### config.mk
export PLATFORM = sky130hd
export DESIGN_NAME = vc_arbiter_demux
export DESIGN_NICKNAME = d
export VERILOG_FILES = /design/src/rtl/vc_arbiter_demux_pkg.sv /design/src/rtl/vc_arbiter_demux_wrr_grant.sv /design/src/rtl/vc_arbiter_demux.sv
export SDC_FILE = /design/constraint.sdc
export NUM_CORES = 1
export LEC_CHECK = 0
export ABC_AREA = 1
export BUFFER_PORTS_ARGS = -buffer_cell sky130_fd_sc_hd__buf_2
export CAP_MARGIN = 25
export CORE_MARGIN = 8
export CORE_UTILIZATION = 40
export DETAILED_ROUTE_END_ITERATION = 8
export PLACE_DENSITY = 0.76
export SLEW_MARGIN = 20
export SYNTH_ARGS = -nofsm -noshare
export SYNTH_HDL_FRONTEND = slang
export SYNTH_SLANG_ARGS = --single-unit
### constraint.sdc
create_clock -name clk -period 1 [get_ports clk]
set_input_delay 0.15 -clock clk [delete_from_list [all_inputs] [get_ports clk]]
set_output_delay 0.15 -clock clk [all_outputs]
set_load 0.01 [all_outputs]
### src/rtl/vc_arbiter_demux_pkg.sv
// Shared definitions for the VC arbiter/demux: FSM state encoding and credit width.
package vc_arbiter_demux_pkg;

  typedef enum logic [1:0] {
    IDLE  = 2'd0,
    ARB   = 2'd1,
    ERROR = 2'd2
  } arb_state_t;

  localparam int CREDIT_W = 3;

endpackage

### src/rtl/vc_arbiter_demux_wrr_grant.sv
// Weighted round-robin grant between two requesters, with a saturating VC0 credit count.
module wrr_grant
  import vc_arbiter_demux_pkg::*;
#(
  parameter int WEIGHT = 2
) (
  input  logic clk,
  input  logic reset,
  input  logic elig0,
  input  logic elig1,
  output logic gnt0,
  output logic gnt1
);

  localparam logic [CREDIT_W-1:0] WEIGHT_C = WEIGHT[CREDIT_W-1:0];

  logic [CREDIT_W-1:0] credit;

  function automatic logic [CREDIT_W-1:0] sat_inc(input logic [CREDIT_W-1:0] val);
    return (val >= WEIGHT_C) ? WEIGHT_C : val + {{(CREDIT_W-1){1'b0}}, 1'b1};
  endfunction

  // VC0 keeps the grant until it has used its weight, unless VC1 has nothing to send
  assign gnt0 = elig0 && ((credit < WEIGHT_C) || !elig1);
  assign gnt1 = elig1 && !gnt0;

  always_ff @(posedge clk or posedge reset) begin
    if (reset) begin
      credit <= '0;
    end else if (gnt0) begin
      credit <= sat_inc(credit);
    end else if (gnt1) begin
      credit <= '0;
    end
  end

endmodule

### src/rtl/vc_arbiter_demux.sv
// Arbitrates VC0/VC1 FIFO pops and routes each popped word to D0 or D1 by its destination bit.
module vc_arbiter_demux
  import vc_arbiter_demux_pkg::*;
#(
  parameter int DATA_SIZE  = 6,
  parameter int DEST_BIT   = 4,
  parameter int WEIGHT_VC0 = 2
) (
  input  logic                 clk,
  input  logic                 reset,
  input  logic                 enable,
  input  logic                 fifo_empty_vc0,
  input  logic                 fifo_empty_vc1,
  input  logic [DATA_SIZE-1:0] data_vc0,
  input  logic [DATA_SIZE-1:0] data_vc1,
  input  logic                 fifo_pause_d0,
  input  logic                 fifo_pause_d1,
  input  logic                 fifo_error_any,
  output logic                 pop_vc0,
  output logic                 pop_vc1,
  output logic                 push_d0,
  output logic                 push_d1,
  output logic [DATA_SIZE-1:0] data_d0,
  output logic [DATA_SIZE-1:0] data_d1,
  output logic                 arb_error,
  output logic                 arb_idle
);

  arb_state_t state, state_nxt;

  logic                 arb_go;
  logic                 elig0, elig1;
  logic                 gnt0, gnt1;
  logic                 vld_p1;
  logic                 src_p1;
  logic [DATA_SIZE-1:0] word_p1;
  logic                 dest_p1;

  always_ff @(posedge clk or posedge reset) begin
    if (reset) state <= IDLE;
    else       state <= state_nxt;
  end

  // Errors win over enable in every state; ERROR is left only through reset
  always_comb begin
    state_nxt = state;
    case (state)
      IDLE:    if (fifo_error_any) state_nxt = ERROR;
               else if (enable)    state_nxt = ARB;
      ARB:     if (fifo_error_any) state_nxt = ERROR;
               else if (!enable)   state_nxt = IDLE;
      ERROR:   state_nxt = ERROR;
      default: state_nxt = IDLE;
    endcase
  end

  // Both pauses gate eligibility: the destination is unknown until the word is popped
  assign arb_go = (state == ARB) && enable && !fifo_error_any;
  assign elig0  = arb_go && !fifo_empty_vc0 && !fifo_pause_d0 && !fifo_pause_d1;
  assign elig1  = arb_go && !fifo_empty_vc1 && !fifo_pause_d0 && !fifo_pause_d1;

  wrr_grant #(
    .WEIGHT (WEIGHT_VC0)
  ) u_grant (
    .clk   (clk),
    .reset (reset),
    .elig0 (elig0),
    .elig1 (elig1),
    .gnt0  (gnt0),
    .gnt1  (gnt1)
  );

  assign pop_vc0 = gnt0;
  assign pop_vc1 = gnt1;

  // Stage p1: remember which VC was popped; its registered data arrives next cycle
  always_ff @(posedge clk or posedge reset) begin
    if (reset) begin
      vld_p1 <= 1'b0;
      src_p1 <= 1'b0;
    end else begin
      vld_p1 <= gnt0 || gnt1;
      src_p1 <= gnt1;
    end
  end

  assign word_p1 = src_p1 ? data_vc1 : data_vc0;
  assign dest_p1 = word_p1[DEST_BIT];

  // Stage p2: push strobe and data into the selected destination FIFO
  always_ff @(posedge clk or posedge reset) begin
    if (reset) begin
      push_d0 <= 1'b0;
      push_d1 <= 1'b0;
      data_d0 <= '0;
      data_d1 <= '0;
    end else begin
      push_d0 <= vld_p1 && !dest_p1;
      push_d1 <= vld_p1 && dest_p1;
      if (vld_p1 && !dest_p1) data_d0 <= word_p1;
      if (vld_p1 && dest_p1)  data_d1 <= word_p1;
    end
  end

  always_ff @(posedge clk or posedge reset) begin
    if (reset) arb_error <= 1'b0;
    else       arb_error <= arb_error || (state_nxt == ERROR);
  end

  assign arb_idle = (state == IDLE) && !vld_p1 && !push_d0 && !push_d1;

endmodule

After elaboration in Yosys (flattened, before gate mapping)

Cells that the tools add are included.

Register bits after elaboration: 22
Output and inout bits: 18
Word-level logic and storage cells: 55

Add/subtract/negate cells: 1
Order comparisons: 2
Eq/ne operators: 3
Muxes and demuxes: 9
Reductions and logical operators: 31

Operators with widths:

| kind                  | count |
|---|---|
| $logic_and A1 B1 Y1   | 15 |
| $logic_not A1 Y1      | 11 |
| $mux W3               | 3 |
| $mux W2               | 4 |
| $mux W6               | 1 |
| $pmux W2 S3           | 1 |
| $eq A2 B2 Y1 const B  | 2 |
| $add A3 B1 Y3 const B | 1 |
| $ge A3 B2 Y1 const B  | 1 |
| $logic_or A1 B1 Y1    | 3 |
| $lt A3 B2 Y1 const B  | 1 |
| $eq A2 B1 Y1 const B  | 1 |
| $logic_not A2 Y1      | 1 |
| $reduce_bool A2 Y1    | 1 |

Logic depth before layout (Yosys ltp)

Gate-level depths: netlist (run 1).

Depth after elaboration: 13
Depth in mapped cells: 7
Mapped depth without buffers: 7

Modules after synthesis

Synthesis (run 1) repeated with hierarchy kept, for this count alone.

Cells, all modules: 134
Area, all modules: 1069.8 µm²

By module, submodules not included:

| module           | times used | cells each | area an instance (µm²) |
|---|---|---|---|
| vc_arbiter_demux | 1          | 105        | 865.8 |
| wrr_grant        | 1          | 29         | 203.9 |

Least setup slack after synthesis (run 1)

Ideal clock, no wire load.

Kind: flip-flop to output port
From: register state[1]
To: output port pop_vc0
Arrival: 0.916 ns
Data required time: 0.850 ns
Slack: -0.066 ns
Cell stages (with the launch flop): 7
Cells stage by stage: dfrtp_1 inv_2 nand3_1 nor2_2 nand3_1 nand2_1 inv_1

Word-level cells in the longest chain between the ends: 9
Elaborated cells between the ends (all ways): 12
Classes of those cells: eq/ne (1); reduce/logical (11)

RTL lines:

| what                               | line                             | RTL |
|---|---|---|
| start: declaration                 | vc_arbiter_demux.sv:29           | `arb_state_t state, state_nxt;` |
| start signal: assignment           | vc_arbiter_demux.sv:41           | `else state <= state_nxt;` |
| $eq A2 B1 Y1 *                     | vc_arbiter_demux.sv:58           | `assign arb_go = (state == ARB) && enable && !fifo_error_any;` |
| $logic_and A1 B1 Y1 * (2 in a row) | vc_arbiter_demux.sv:58           |  |
| $logic_and A1 B1 Y1 (3 in a row)   | vc_arbiter_demux.sv:60           | `assign elig1 = arb_go && !fifo_empty_vc1 && !fifo_pause_d0 && !fifo_pause_d1;` |
| $logic_not A1 Y1                   | vc_arbiter_demux_wrr_grant.sv:24 | `assign gnt0 = elig0 && ((credit < WEIGHT_C) \|\| !elig1);` |
| $logic_or A1 B1 Y1                 | vc_arbiter_demux_wrr_grant.sv:24 |  |
| $logic_and A1 B1 Y1 *              | vc_arbiter_demux_wrr_grant.sv:24 |  |
| end: declaration                   | vc_arbiter_demux.sv:19           | `output logic pop_vc0,` |

Mark *: on every way between the ends. The rest lies on a longest branch, timed or not.

Final worst setup path (run 1)

From: register state[1]
To: output port pop_vc1

Word-level cells in the longest chain between the ends: 11
Elaborated cells between the ends (all ways): 14
Classes of those cells: eq/ne (1); reduce/logical (13)

RTL lines:

| what                               | line                             | RTL |
|---|---|---|
| $eq A2 B1 Y1 *                     | vc_arbiter_demux.sv:58           |  |
| $logic_and A1 B1 Y1 * (2 in a row) | vc_arbiter_demux.sv:58           |  |
| $logic_and A1 B1 Y1 (3 in a row)   | vc_arbiter_demux.sv:60           |  |
| $logic_not A1 Y1                   | vc_arbiter_demux_wrr_grant.sv:24 |  |
| $logic_or A1 B1 Y1                 | vc_arbiter_demux_wrr_grant.sv:24 |  |
| $logic_and A1 B1 Y1                | vc_arbiter_demux_wrr_grant.sv:24 |  |
| $logic_not A1 Y1                   | vc_arbiter_demux_wrr_grant.sv:25 | `assign gnt1 = elig1 && !gnt0;` |
| $logic_and A1 B1 Y1 *              | vc_arbiter_demux_wrr_grant.sv:25 |  |
| end: declaration                   | vc_arbiter_demux.sv:20           | `output logic pop_vc1,` |

Marks and branches as above.

==> impl_metrics.sql, run 1 <==
INSERT INTO impl_metrics (metric_group, metric, value, unit) VALUES
('run_status', 'status', 'finished with violations', ''),
('run_status', 'failing_checks', 'setup timing', ''),
('yosys', 'mappedNetlistNets', '139', ''),
('clock_network', 'htree_levels', '1', ''),
('yosys', 'yosysWarningCount', '0', ''),
('final_layout', 'num_antenna_cells', '0', ''),
('yosys', 'synth_compound_area_frac', '0.0276', ''),
('timing', 'timing.final.setup_violations', '24', ''),
('yosys', 'combinational_family_with_the_most_area_after_synthesis', 'simple AND/OR/NAND/NOR gates', ''),
('yosys', 'synth_enable_flop_cells', '0', ''),
('setup_path', 'timing.critical_path.arrival', '1.30', 'ns'),
('global_route', 'grt_antenna_before_repair', '0', ''),
('pwr', 'vdd_drop_max', '0.000680', 'V'),
('yosys', 'synth_sequential_area_ratio', '0.528', ''),
('timing', 'timing.final.max_slew_violations', '0', ''),
('timing', 'post-route-worst-setup-slack', '-0.447', 'ns'),
('global_route', 'wire_length_of_the_first_global_routing_pass', '4460', 'um'),
('yosys', 'synth-adder-area-share', '0.0240', ''),
('timing', 'clock-skew-final', '0.00465', 'ns'),
('setup_path', 'setup.worst_path.class', 'flop to primary output', ''),
('setup_path', 'crit_chain', 'inv_2 -> nand3_2 -> nor2_4 -> o211ai_1 -> inv_1 -> buf_2', ''),
('yosys', 'multiplexer_share_of_the_synthesized_area', '0.0540', ''),
('yosys', 'synthDominantCellAreaShare', '0.528', ''),
('yosys', 'synth_top_cell_by_area', 'dfrtp_1', ''),
('final_layout', 'layout-area-overhead-vs-synth', '58.8', '%'),
('floorplanning', 'dieWidth', '67.1', 'um'),
('timing', 'slew-limit-headroom', '0.814', ''),
('yosys', 'yosysMostFrequentCell', 'nand2_1', ''),
('clock_network', 'cts_inserted_buffers', '3', ''),
('final_layout', 'nNetsFinal', '207', ''),
('setup_path', 'cp_top_family', 'flip-flops', ''),
('placed_design', 'place_inst', '193', ''),
('yosys', 'yosysUniqueCellTypes', '23', ''),
('setup_path', 'reg_to_reg_setup_timing_slack', '-0.33', 'ns'),
('clock_network', 'cts_num_sinks', '22', ''),
('routing', 'detail_route.wirelength', '2720', 'um'),
('floorplanning', 'rows', '18', ''),
('timing', 'hold_violations', '0', ''),
('setup_path', 'reg2regPathDepth', '9', ''),
('yosys', 'ys_async_sr_fraction', '1.00', ''),
('timing', 'final.setup.tns', '-4.71', 'ns'),
('yosys', 'synthTopCellsByCount', 'nand2_1 (41), dfrtp_1 (22), inv_1 (14)', ''),
('floorplanning', 'ios', '38', ''),
('placed_design', 'buffer_ports.inserted', '37', ''),
('yosys', 'post_synth_xor_area_fraction', '0', ''),
('pwr', 'total_leakage_power', '0.968', 'nW'),
('clock_network', 'cts-root-to-sink-buffers', '2', ''),
('routing', 'routed_wire_length_per_instance', '12.7', 'um'),
('clock_network', 'cts.reportedPaths.clkPinSlew', '0.12', 'ns'),
('clock_network', 'clock_insertion_delay_worst_skew', '0.30', 'ns'),
('setup_path', 'critPathCaptureType', 'primary output', ''),
('yosys', 'post_synth.cell_area_avg', '8.92', 'um^2'),
('routing', 'detail_route.drc_violations', '0', ''),
('timing', 'grt_setup_unrepaired', 'yes', ''),
('routing', 'antenna_violating_nets_post_route', '0', ''),
('placed_design', 'gp_routability_congestion', '0.906', ''),
('routing', 'vias_per_cell', '4.64', ''),
('clock_network', 'tritoncts', 'done', ''),
('pwr', 'power_per_cell_area', '945', 'nW/um^2'),
('setup_path', 'critical_path.n_buffers_inverters', '3', ''),
('min_path', 'worstHoldEndpoint', 'state[0]$_DFF_PP0_', ''),
('setup_path', 'critical_path_required', '0.85', 'ns'),
('timing', 'period_share', '1.45', ''),
('placed_design', 'preCtsSetupSlack', '-0.212', 'ns'),
('timing', 'tightest_slew', '0.280', 'ns'),
('setup_path', 'slowest_stage', 'dfrtp_1', ''),
('global_route', 'grt_pass1_vias', '1054', ''),
('min_path', 'hold_path.class', 'primary input to flop', ''),
('global_route', 'global_route.usage.total', '0.126', ''),
('yosys', 'synth.ff_latch_count', '22', ''),
('floorplanning', 'initial_core_util', '0.421', '');
[layout make-up]
type | count | area [um^2]
Fill cell | 209 | 821
Sequential cell | 22 | 552
Multi-Input combinational cell | 77 | 510
Timing Repair Buffer | 64 | 447
Inverter | 17 | 73.8
Tap cell | 30 | 37.5
Clock buffer | 4 | 36.3
[placed cells by master, fill, tap and decap left out, types with 2 or more instances in the layout]
cell type	synthesis	routed
buf_2	0	31
nand2_2	0	14
nand2_4	2	3
clkbuf_4	0	3
nor2_4	1	2
nand3_2	0	3
buf_4	0	21
buf_6	1	11
nor2_1	7	5
inv_2	1	4
dfrtp_1	22	21
nor2_2	1	2
nand3_1	9	6
mux2_4	0	3
nand2_1	41	26
inv_1	14	11
mux2_2	5	2
[worst register-to-register path, cell delays in order (launching register included)]
cell and delay [ns]:
dfrtp_1 0.42, inv_2 0.07, nand3_2 0.07, nor2_4 0.12, nand3_2 0.08, buf_4 0.15
buf_6 0.10, buf_6 0.11, nand3_2 0.06, nand2_1 0.05
[flip-flops by register name (all words and copies together), names as in the netlist]
name / cells
arb_error: 1
data_d0: 6
data_d1: 6
push_d0: 1
push_d1: 1
src_p1: 1
state: 2
u_grant.credit: 3
vld_p1: 1
[power by group]
part	switching [mW]	total, mW	internal, mW
sequential	0.00984	0.913	0.903
combinational	0.0810	0.174	0.0934
clock	0.256	0.478	0.222
total	0.347	1.57	1.22
[what timing repair did]
item,in CTS,in global routing
setup buffers,9,9
gates resized for setup,15,25
endpoints found under the setup margin,30,38
endpoints found under the hold margin,22,0
pin swaps,9,11
hold buffers,1,0
[per-layer routing]
metal,vias up,share of wire,global-route usage
li1,495,-,-
met2,27,0.53,0.235
met1,468,0.39,0.131
met3,2,0.083,0.0403
met4,0,0.0037,0.0313
met5,-,0,0
[worst max-delay path by stage]
stage	from	cells after the start	slack, ns	endpoint
after CTS	state[1]$_DFF_PP0_	6	-0.46	pop_vc1
after global placement	src_p1$_DFF_PP0_	3	-0.16	data_d0[1]$_DFFE_PP0P_
final	state[1]$_DFF_PP0_	6	-0.45	pop_vc1
after floorplan	src_p1$_DFF_PP0_	4	-0.06	data_d1[4]$_DFFE_PP0P_
after detailed placement	src_p1$_DFF_PP0_	3	-0.21	data_d1[3]$_DFFE_PP0P_
after global routing	state[1]$_DFF_PP0_	7	-0.54	pop_vc0
[per-stage QoR]
step	power (mW)	area [um^2]	hold WS, ns
5_1_grt	1.63	1660	0.0664
3_3_place_gp	1.06	1350	0.189
3_5_place_dp	1.06	1350	0.200
6_report	1.57	1660	0.0678
2_1_floorplan	0.987	1060	0.139
4_1_cts	1.56	1500	0.0565
[kinds of logic after synthesis]
logic type,Yosys count
and+or+nand+nor,67
muxes,5
AOI/OAI and AO/OA,3
DFF,22
buffers and inverters,18
adders and majority gates,2
No activity file was read; power rests on OpenSTA's default activity.
==> run 2: changes to the inputs <==
--- a/config.mk
+++ b/config.mk
@@ -5,13 +5,12 @@
 export SDC_FILE = /design/constraint.sdc
 export NUM_CORES = 1
 export LEC_CHECK = 0
-export ABC_AREA = 1
 export BUFFER_PORTS_ARGS = -buffer_cell sky130_fd_sc_hd__buf_2
 export CAP_MARGIN = 25
 export CORE_MARGIN = 8
 export CORE_UTILIZATION = 40
 export DETAILED_ROUTE_END_ITERATION = 8
-export PLACE_DENSITY = 0.76
+export PLACE_DENSITY = 0.78
 export SLEW_MARGIN = 20
 export SYNTH_ARGS = -nofsm -noshare
 export SYNTH_HDL_FRONTEND = slang
==> impl_metrics.sql, run 2 <==
INSERT INTO impl_metrics (metric_group, metric, value, unit) VALUES
('setup_path', 'reg_to_reg_setup_timing_slack', '-0.59', 'ns'),
('yosys', 'ys_async_sr_fraction', '1.00', ''),
('global_route', 'global_route.usage.total', '0.121', ''),
('flow_run', 'max_cap_viol_count', '0', ''),
('run_status', 'failing_checks', 'setup timing', ''),
('clock_network', 'cts-root-to-sink-buffers', '2', ''),
('final_layout', 'layout-area-overhead-vs-synth', '68.0', '%'),
('clock_network', 'cts.reportedPaths.clkPinSlew', '0.11', 'ns'),
('setup_path', 'critical_path_required', '0.85', 'ns'),
('clock_network', 'tritoncts', 'done', ''),
('setup_path', 'timing.critical_path.arrival', '1.66', 'ns'),
('yosys', 'synth_ff_type', 'dfrtp_1', ''),
('floorplanning', 'fp.coreArea', '2230', 'um^2'),
('timing', 'slew-limit-headroom', '0.788', ''),
('yosys', 'synthTopCellsByCount', 'dfrtp_1 (22), mux2_2 (15), inv_1 (6)', ''),
('pwr', 'power_per_cell_area', '909', 'nW/um^2'),
('yosys', 'synth_top_cell_by_area', 'dfrtp_1', ''),
('final_layout', 'reg.largest.list', 'data_d0 (6), data_d1 (6), u_grant.credit (3)', ''),
('final_layout', 'nNetsFinal', '166', ''),
('routing', 'routed_wire_length_per_instance', '14.2', 'um'),
('global_route', 'grt_pass1_vias', '959', ''),
('timing', 'hold_violations', '0', ''),
('setup_path', 'critical_path_peak_fanout', '2', ''),
('routing', 'drt_iter0_drc', '22', ''),
('routing', 'detail_route.wirelength', '2430', 'um'),
('timing', 'grt_setup_unrepaired', 'yes', ''),
('final_layout', 'postLayoutCellArea', '1610', 'um^2'),
('routing', 'vias_per_cell', '4.89', ''),
('clock_network', 'cts_inserted_buffers', '3', ''),
('setup_path', 'setup.worst_path.start_class', 'flop', ''),
('clock_network', 'cts_num_sinks', '22', ''),
('yosys', 'yosysMostFrequentCell', 'dfrtp_1', ''),
('run_status', 'status', 'finished with violations', ''),
('setup_path', 'crit_path_max_incr_delay', '0.39', 'ns'),
('setup_path', 'critPathCaptureType', 'primary output', ''),
('final_layout', 'layout_common_cells', 'buf_2 (32), dfrtp_1 (22), buf_4 (19)', ''),
('floorplanning', 'ios', '38', ''),
('placed_design', 'buffer_ports.inserted', '37', ''),
('routing', 'antenna_violating_nets_post_route', '0', ''),
('yosys', 'synth_enable_flop_cells', '0', ''),
('placed_design', 'dp_hpwl', '1720', 'um'),
('final_layout', 'num_antenna_cells', '0', ''),
('global_route', 'globalRouteMet1Util', '0.132', ''),
('yosys', 'post_synthesis_instance_total', '73', ''),
('placed_design', 'gp_routability_congestion', '0.731', ''),
('global_route', 'grt_antenna_before_repair', '0', ''),
('yosys', 'synth.ff_latch_count', '22', ''),
('yosys', 'synth.cell_area', '957', 'um^2'),
('setup_path', 'cp_top_family', 'simple AND/OR/NAND/NOR gates', ''),
('timing', 'tightest_slew', '0.316', 'ns'),
('setup_path', 'setup.worst_path.class', 'flop to primary output', ''),
('yosys', 'yosysWarningCount', '0', ''),
('timing', 'post-route-worst-setup-slack', '-0.806', 'ns'),
('timing', 'clock-skew-final', '0.00199', 'ns'),
('pwr', 'total_leakage_power', '0.905', 'nW'),
('final_layout', 'final_common_cell', 'buf_2', ''),
('final_layout', 'num-fill-cells', '171', ''),
('clock_network', 'clock-root-buffer', 'clkbuf_4', ''),
('global_route', 'grt_overflow_total', '0', ''),
('floorplanning', 'floorplan.die.height', '64.9', 'um'),
('setup_path', 'crit_chain', 'or3b_4 -> or3_4 -> nor2_4 -> buf_6', ''),
('global_route', 'wire_length_of_the_first_global_routing_pass', '4190', 'um'),
('setup_path', 'critical_path.n_buffers_inverters', '1', ''),
('timing', 'timing.final.setup_violations', '25', ''),
('yosys', 'synth_sequential_area_ratio', '0.575', ''),
('yosys', 'post_synth.cell_area_avg', '13.1', 'um^2'),
('yosys', 'synth.area.top_cells', 'dfrtp_1 (58%), mux2_2 (18%), ha_1 (2.6%), inv_1 (2.4%), or3b_4 (2.4%)', ''),
('floorplanning', 'initial_core_util', '0.429', ''),
('routing', 'detail_route.drc_violations', '0', ''),
('global_route', 'grt_util_met2', '0.209', ''),
('placed_design', 'placedInstanceArea', '1330', 'um^2'),
('global_route', 'grt_start_max_net_pins', '23', ''),
('clock_network', 'htree_levels', '1', ''),
('floorplanning', 'dieWidth', '64.9', 'um'),
('floorplanning', 'rows', '17', ''),
('min_path', 'hold_path.class', 'primary input to flop', ''),
('yosys', 'synthDominantCellAreaShare', '0.575', ''),
('yosys', 'mappedNetlistNets', '95', ''),
('timing', 'final_critical_path_time_including_i_o_delays_and_setup', '1.81', 'ns'),
('setup_path', 'slowest_stage', 'or3b_4', ''),
('floorplanning', 'area_of_the_die', '4210', 'um^2'),
('routing', 'first_drt_pass_iteration_count', '4', ''),
('timing', 'fmax', '554', 'MHz'),
('final_layout', 'final_layout_size_suffix_gt1_frac', '0.713', ''),
('yosys', 'yosysUniqueCellTypes', '21', ''),
('pwr', 'vdd_drop_max', '0.000924', 'V'),
('timing', 'timing.final.max_slew_violations', '0', ''),
('clock_network', 'clock_insertion_delay_worst_skew', '0.29', 'ns'),
('routing', 'vias', '836', ''),
('global_route', 'top_usage_layer', 'met2', ''),
('global_route', 'grtUsageMet3', '0.0481', ''),
('pwr', 'power.total', '1.46', 'mW'),
('timing', 'period_share', '1.81', '');
-- run 2: cell types whose count changed in the layout (fill, tap and decap cells not counted), moves of 3 or more --
cell | previous run | this run
nand2_4 | 3 | 0
nand2_2 | 14 | 0
mux2_2 | 2 | 10
nand2_1 | 26 | 0
nand3_1 | 6 | 0
inv_1 | 11 | 4
nand3_2 | 3 | 0
buf_6 | 11 | 16
-- run 2: metal layers --
layer / wire (um) / part of all wire
met2: 1220 / 0.50
met3: 228 / 0.094
met4: 24 / 0.0099
met1: 958 / 0.39
met5: 0 / 0
-- run 2: cell families after synthesis --
| group | Yosys count | synth area share |
|---|---|---|
| AO/OA/AOI/OAI | 7 | 0.0627 |
| adder cells (fa/ha/maj) | 2 | 0.0261 |
| buffers and inverters | 8 | 0.0340 |
| flip-flops | 22 | 0.575 |
| multiplexers | 16 | 0.187 |
| AND/OR/NAND/NOR | 18 | 0.115 |
-- run 2: path summary, 6_finish.rpt --
| kind | start | to | cells past startpoint |
|---|---|---|---|
| worst max-delay path | state[0]$_DFF_PP0_ | pop_vc1 | 4 |
| worst min register to register | arb_error$_DFF_PP0_ | arb_error$_DFF_PP0_ | 1 |
| worst max register to register | state[0]$_DFF_PP0_ | src_p1$_DFF_PP0_ | 6 |
| max in group asynchronous | reset | push_d0$_DFF_PP0_ | 4 |
| min in group asynchronous | reset | u_grant.credit[2]$_DFFE_PP0P_ | 4 |
| worst min-delay path | fifo_empty_vc1 | vld_p1$_DFF_PP0_ | 3 |
-- run 2: tightest hold or removal path: stages --
cell and delay (ns):
buf_2 0.10, a211o_2 0.16, inv_1 0.04
-- run 2: final cells by class --
class                           count  area (um^2)  share of cell area
Timing Repair Buffer               68          493               0.307
Tap cell                           28         35.0              0.0218
Multi-Input combinational cell     43          470               0.293
Inverter                            6         22.5              0.0140
Sequential cell                    22          551               0.342
Clock buffer                        4         36.3              0.0226
-- run 2: timing repair --
item	4_1_cts	5_1_grt
buffers inserted	8	8
endpoints found under the hold margin	22	0
resized for setup	18	14
hold buffers	1	0
pin swaps	5	4
cloned	0	0
endpoints found under the setup margin	27	40
-- run 2: where the power goes --
group | internal, mW | switching, mW
clock | 0.222 | 0.247
combinational | 0.0542 | 0.0474
sequential | 0.891 | 0.000819
-- run 2: metrics by stage --
stage | cells | hold slack [ns] | worst slack, ns | utilization | TNS [ns]
6_report | 171 | 0.182 | -0.806 | 0.720 | -8.59
3_3_place_gp | 154 | 0.192 | -0.509 | 0.596 | -6.12
3_5_place_dp | 154 | 0.199 | -0.544 | 0.596 | -7.24
4_1_cts | 166 | 0.173 | -0.802 | 0.678 | -8.56
2_1_floorplan | 73 | 0.139 | -0.489 | - | -5.64
5_1_grt | 171 | 0.183 | -0.889 | 0.720 | -10.22
==> run 3: changes to the inputs <==
--- a/config.mk
+++ b/config.mk
@@ -8,9 +8,10 @@
 export BUFFER_PORTS_ARGS = -buffer_cell sky130_fd_sc_hd__buf_2
 export CAP_MARGIN = 25
 export CORE_MARGIN = 8
-export CORE_UTILIZATION = 40
+export CORE_UTILIZATION = 42
+export CTS_CLUSTER_SIZE = 14
 export DETAILED_ROUTE_END_ITERATION = 8
-export PLACE_DENSITY = 0.78
+export PLACE_DENSITY = 0.8
 export SLEW_MARGIN = 20
 export SYNTH_ARGS = -nofsm -noshare
 export SYNTH_HDL_FRONTEND = slang
==> impl_metrics.sql, run 3 (same netlist as run 2, synthesis figures left out) <==
INSERT INTO impl_metrics (metric_group, metric, value, unit) VALUES
('run_status', 'status', 'finished with violations', ''),
('run_status', 'failing_checks', 'setup timing', ''),
('global_route', 'global_route.usage.total', '0.133', ''),
('min_path', 'origin_of_the_worst_min_delay_path', 'fifo_empty_vc1', ''),
('min_path', 'worstHoldEndpoint', 'vld_p1$_DFF_PP0_', ''),
('timing', 'post-route-worst-setup-slack', '-0.812', 'ns'),
('timing', 'fmax', '552', 'MHz'),
('placed_design', 'place_inst', '158', ''),
('flow_run', 'max_cap_viol_count', '0', ''),
('pwr', 'vdd_drop_max', '0.000660', 'V'),
('clock_network', 'clock-root-buffer', 'clkbuf_4', ''),
('final_layout', 'layout_common_cells', 'buf_2 (31), dfrtp_1 (22), buf_4 (20)', ''),
('placed_design', 'gp_routability_congestion', '0.728', ''),
('final_layout', 'num_antenna_cells', '0', ''),
('pwr', 'total_leakage_power', '0.887', 'nW'),
('setup_path', 'reg2reg_end', 'u_grant.credit[2]$_DFFE_PP0P_', ''),
('routing', 'detail_route.wirelength', '2580', 'um'),
('routing', 'first_drt_pass_iteration_count', '4', ''),
('final_layout', 'layout-area-overhead-vs-synth', '65.0', '%'),
('routing', 'vias', '841', ''),
('final_layout', 'num-fill-cells', '162', ''),
('timing', 'period_share', '1.81', ''),
('min_path', 'hold_path.class', 'primary input to flop', ''),
('final_layout', 'postLayoutCoreUtil', '0.721', ''),
('global_route', 'grt_antenna_before_repair', '0', ''),
('final_layout', 'layoutNonFillerInstCount', '170', ''),
('timing', 'hold_violations', '0', ''),
('routing', 'antenna_violating_nets_post_route', '0', ''),
('pwr', 'power_per_cell_area', '877', 'nW/um^2'),
('final_layout', 'nNetsFinal', '166', ''),
('clock_network', 'htree_levels', '1', ''),
('timing', 'slew-limit-headroom', '0.784', ''),
('floorplanning', 'fp.coreArea', '2190', 'um^2'),
('setup_path', 'critPathLaunch', 'state[0]$_DFF_PP0_', ''),
('timing', 'hold-worst-slack', '0.195', 'ns'),
('floorplanning', 'rows', '17', ''),
('clock_network', 'cts.reportedPaths.clkPinSlew', '0.11', 'ns'),
('global_route', 'grt_overflow_total', '0', ''),
('clock_network', 'cts-root-to-sink-buffers', '2', ''),
('setup_path', 'setup.worst_path.start_class', 'flop', ''),
('routing', 'drt_iter0_drc', '11', ''),
('final_layout', 'final_layout_size_suffix_gt1_frac', '0.711', ''),
('setup_path', 'critical_path_peak_fanout', '2', ''),
('floorplanning', 'ios', '38', ''),
('timing', 'tightest_slew', '0.321', 'ns'),
('routing', 'detail_route.drc_violations', '0', ''),
('min_path', 'whs_path_depth', '3', ''),
('timing', 'final_critical_path_time_including_i_o_delays_and_setup', '1.81', 'ns'),
('timing', 'timing.final.max_slew_violations', '0', ''),
('setup_path', 'critPathCaptureType', 'primary output', ''),
('final_layout', 'reg.largest.list', 'data_d0 (6), data_d1 (6), u_grant.credit (3)', ''),
('timing', 'grt_setup_unrepaired', 'yes', ''),
('global_route', 'grt_start_max_net_pins', '23', ''),
('timing', 'clock-skew-final', '0.00524', 'ns'),
('clock_network', 'cts_num_sinks', '22', ''),
('placed_design', 'dp_hpwl', '1930', 'um'),
('setup_path', 'setup.worst_path.class', 'flop to primary output', ''),
('setup_path', 'timing.critical_path.arrival', '1.66', 'ns'),
('setup_path', 'critical_path_required', '0.85', 'ns'),
('clock_network', 'clock_insertion_delay_worst_skew', '0.30', 'ns'),
('setup_path', 'critical_r2r_launch', 'state[0]$_DFF_PP0_', ''),
('floorplanning', 'floorplan.die.height', '63.7', 'um'),
('global_route', 'grt_pass1_vias', '978', ''),
('final_layout', 'final_common_cell', 'buf_2', ''),
('setup_path', 'reg_to_reg_setup_timing_slack', '-0.56', 'ns'),
('floorplanning', 'initial_core_util', '0.437', ''),
('floorplanning', 'area_of_the_die', '4060', 'um^2'),
('timing', 'timing.final.setup_violations', '25', ''),
('routing', 'vias_per_cell', '4.95', ''),
('clock_network', 'tritoncts', 'done', ''),
('routing', 'routed_wire_length_per_instance', '15.2', 'um'),
('global_route', 'wire_length_of_the_first_global_routing_pass', '4510', 'um'),
('placed_design', 'buffer_ports.inserted', '37', ''),
('setup_path', 'reg2regPathDepth', '4', ''),
('floorplanning', 'dieWidth', '63.7', 'um'),
('clock_network', 'cts_inserted_buffers', '3', '');
-- run 3: cell types whose count changed in the layout (fill, tap and decap cells not counted), sizes merged --
| cell | previous run | this run |
|---|---|---|
| clkbuf | 4 | 3 |
-- run 3: area by class of cell --
class | instances | area, um^2 | area share
sequential | 22 | 551 | 0.349
timing repair buffer | 68 | 495 | 0.314
multi-input combinational | 43 | 453 | 0.287
tap | 28 | 35.0 | 0.0222
clock buffer | 3 | 22.5 | 0.0143
inverter | 6 | 22.5 | 0.0143
-- run 3: worst max path at each step --
stage / endpoint / slack [ns] / cells after the start
after global placement: pop_vc1 / -0.51 / 4
after detailed placement: pop_vc1 / -0.53 / 4
final: pop_vc1 / -0.81 / 4
after global routing: pop_vc0 / -0.86 / 5
after CTS: pop_vc0 / -0.81 / 5
after floorplan: u_grant.credit[1]$_DFFE_PP0P_ / -0.49 / 3
-- run 3: stage by stage --
stage	setup WS, ns	cell area [um^2]	TNS (ns)	power, mW
floorplan	-0.489	998	-5.64	0.942
global placement	-0.511	1360	-6.33	0.996
detailed placement	-0.533	1360	-7.41	1.00
CTS	-0.809	1540	-8.36	1.40
global route	-0.860	1580	-9.79	1.44
finish	-0.812	1580	-8.43	1.38
-- run 3: metal layers --
layer | routed length [um] | global-route usage | up-vias
li1 | - | - | 393
met1 | 1020 | 0.144 | 410
met2 | 1310 | 0.234 | 34
met3 | 218 | 0.0523 | 4
met4 | 38 | 0.0418 | 0
met5 | 0 | 0 | -
-- run 3: worst max-delay path, cell delays in order (launching register included) --
cell and delay, ns:
dfrtp_1 0.37, or3b_4 0.38, or3_4 0.39, nor2_4 0.11, buf_6 0.11
-- run 3: timing repair --
item                                    4_1_cts  5_1_grt
resized for setup                            24        7
endpoints found under the hold margin        22        0
pin swaps                                     6        2
hold buffers                                  1        0
setup buffers                                 9        5
endpoints found under the setup margin       29       39
cloned                                        0        0
-- run 3: where the power goes --
part | internal, mW | switching (mW)
clock | 0.141 | 0.249
sequential | 0.891 | 0.000868
combinational | 0.0543 | 0.0494
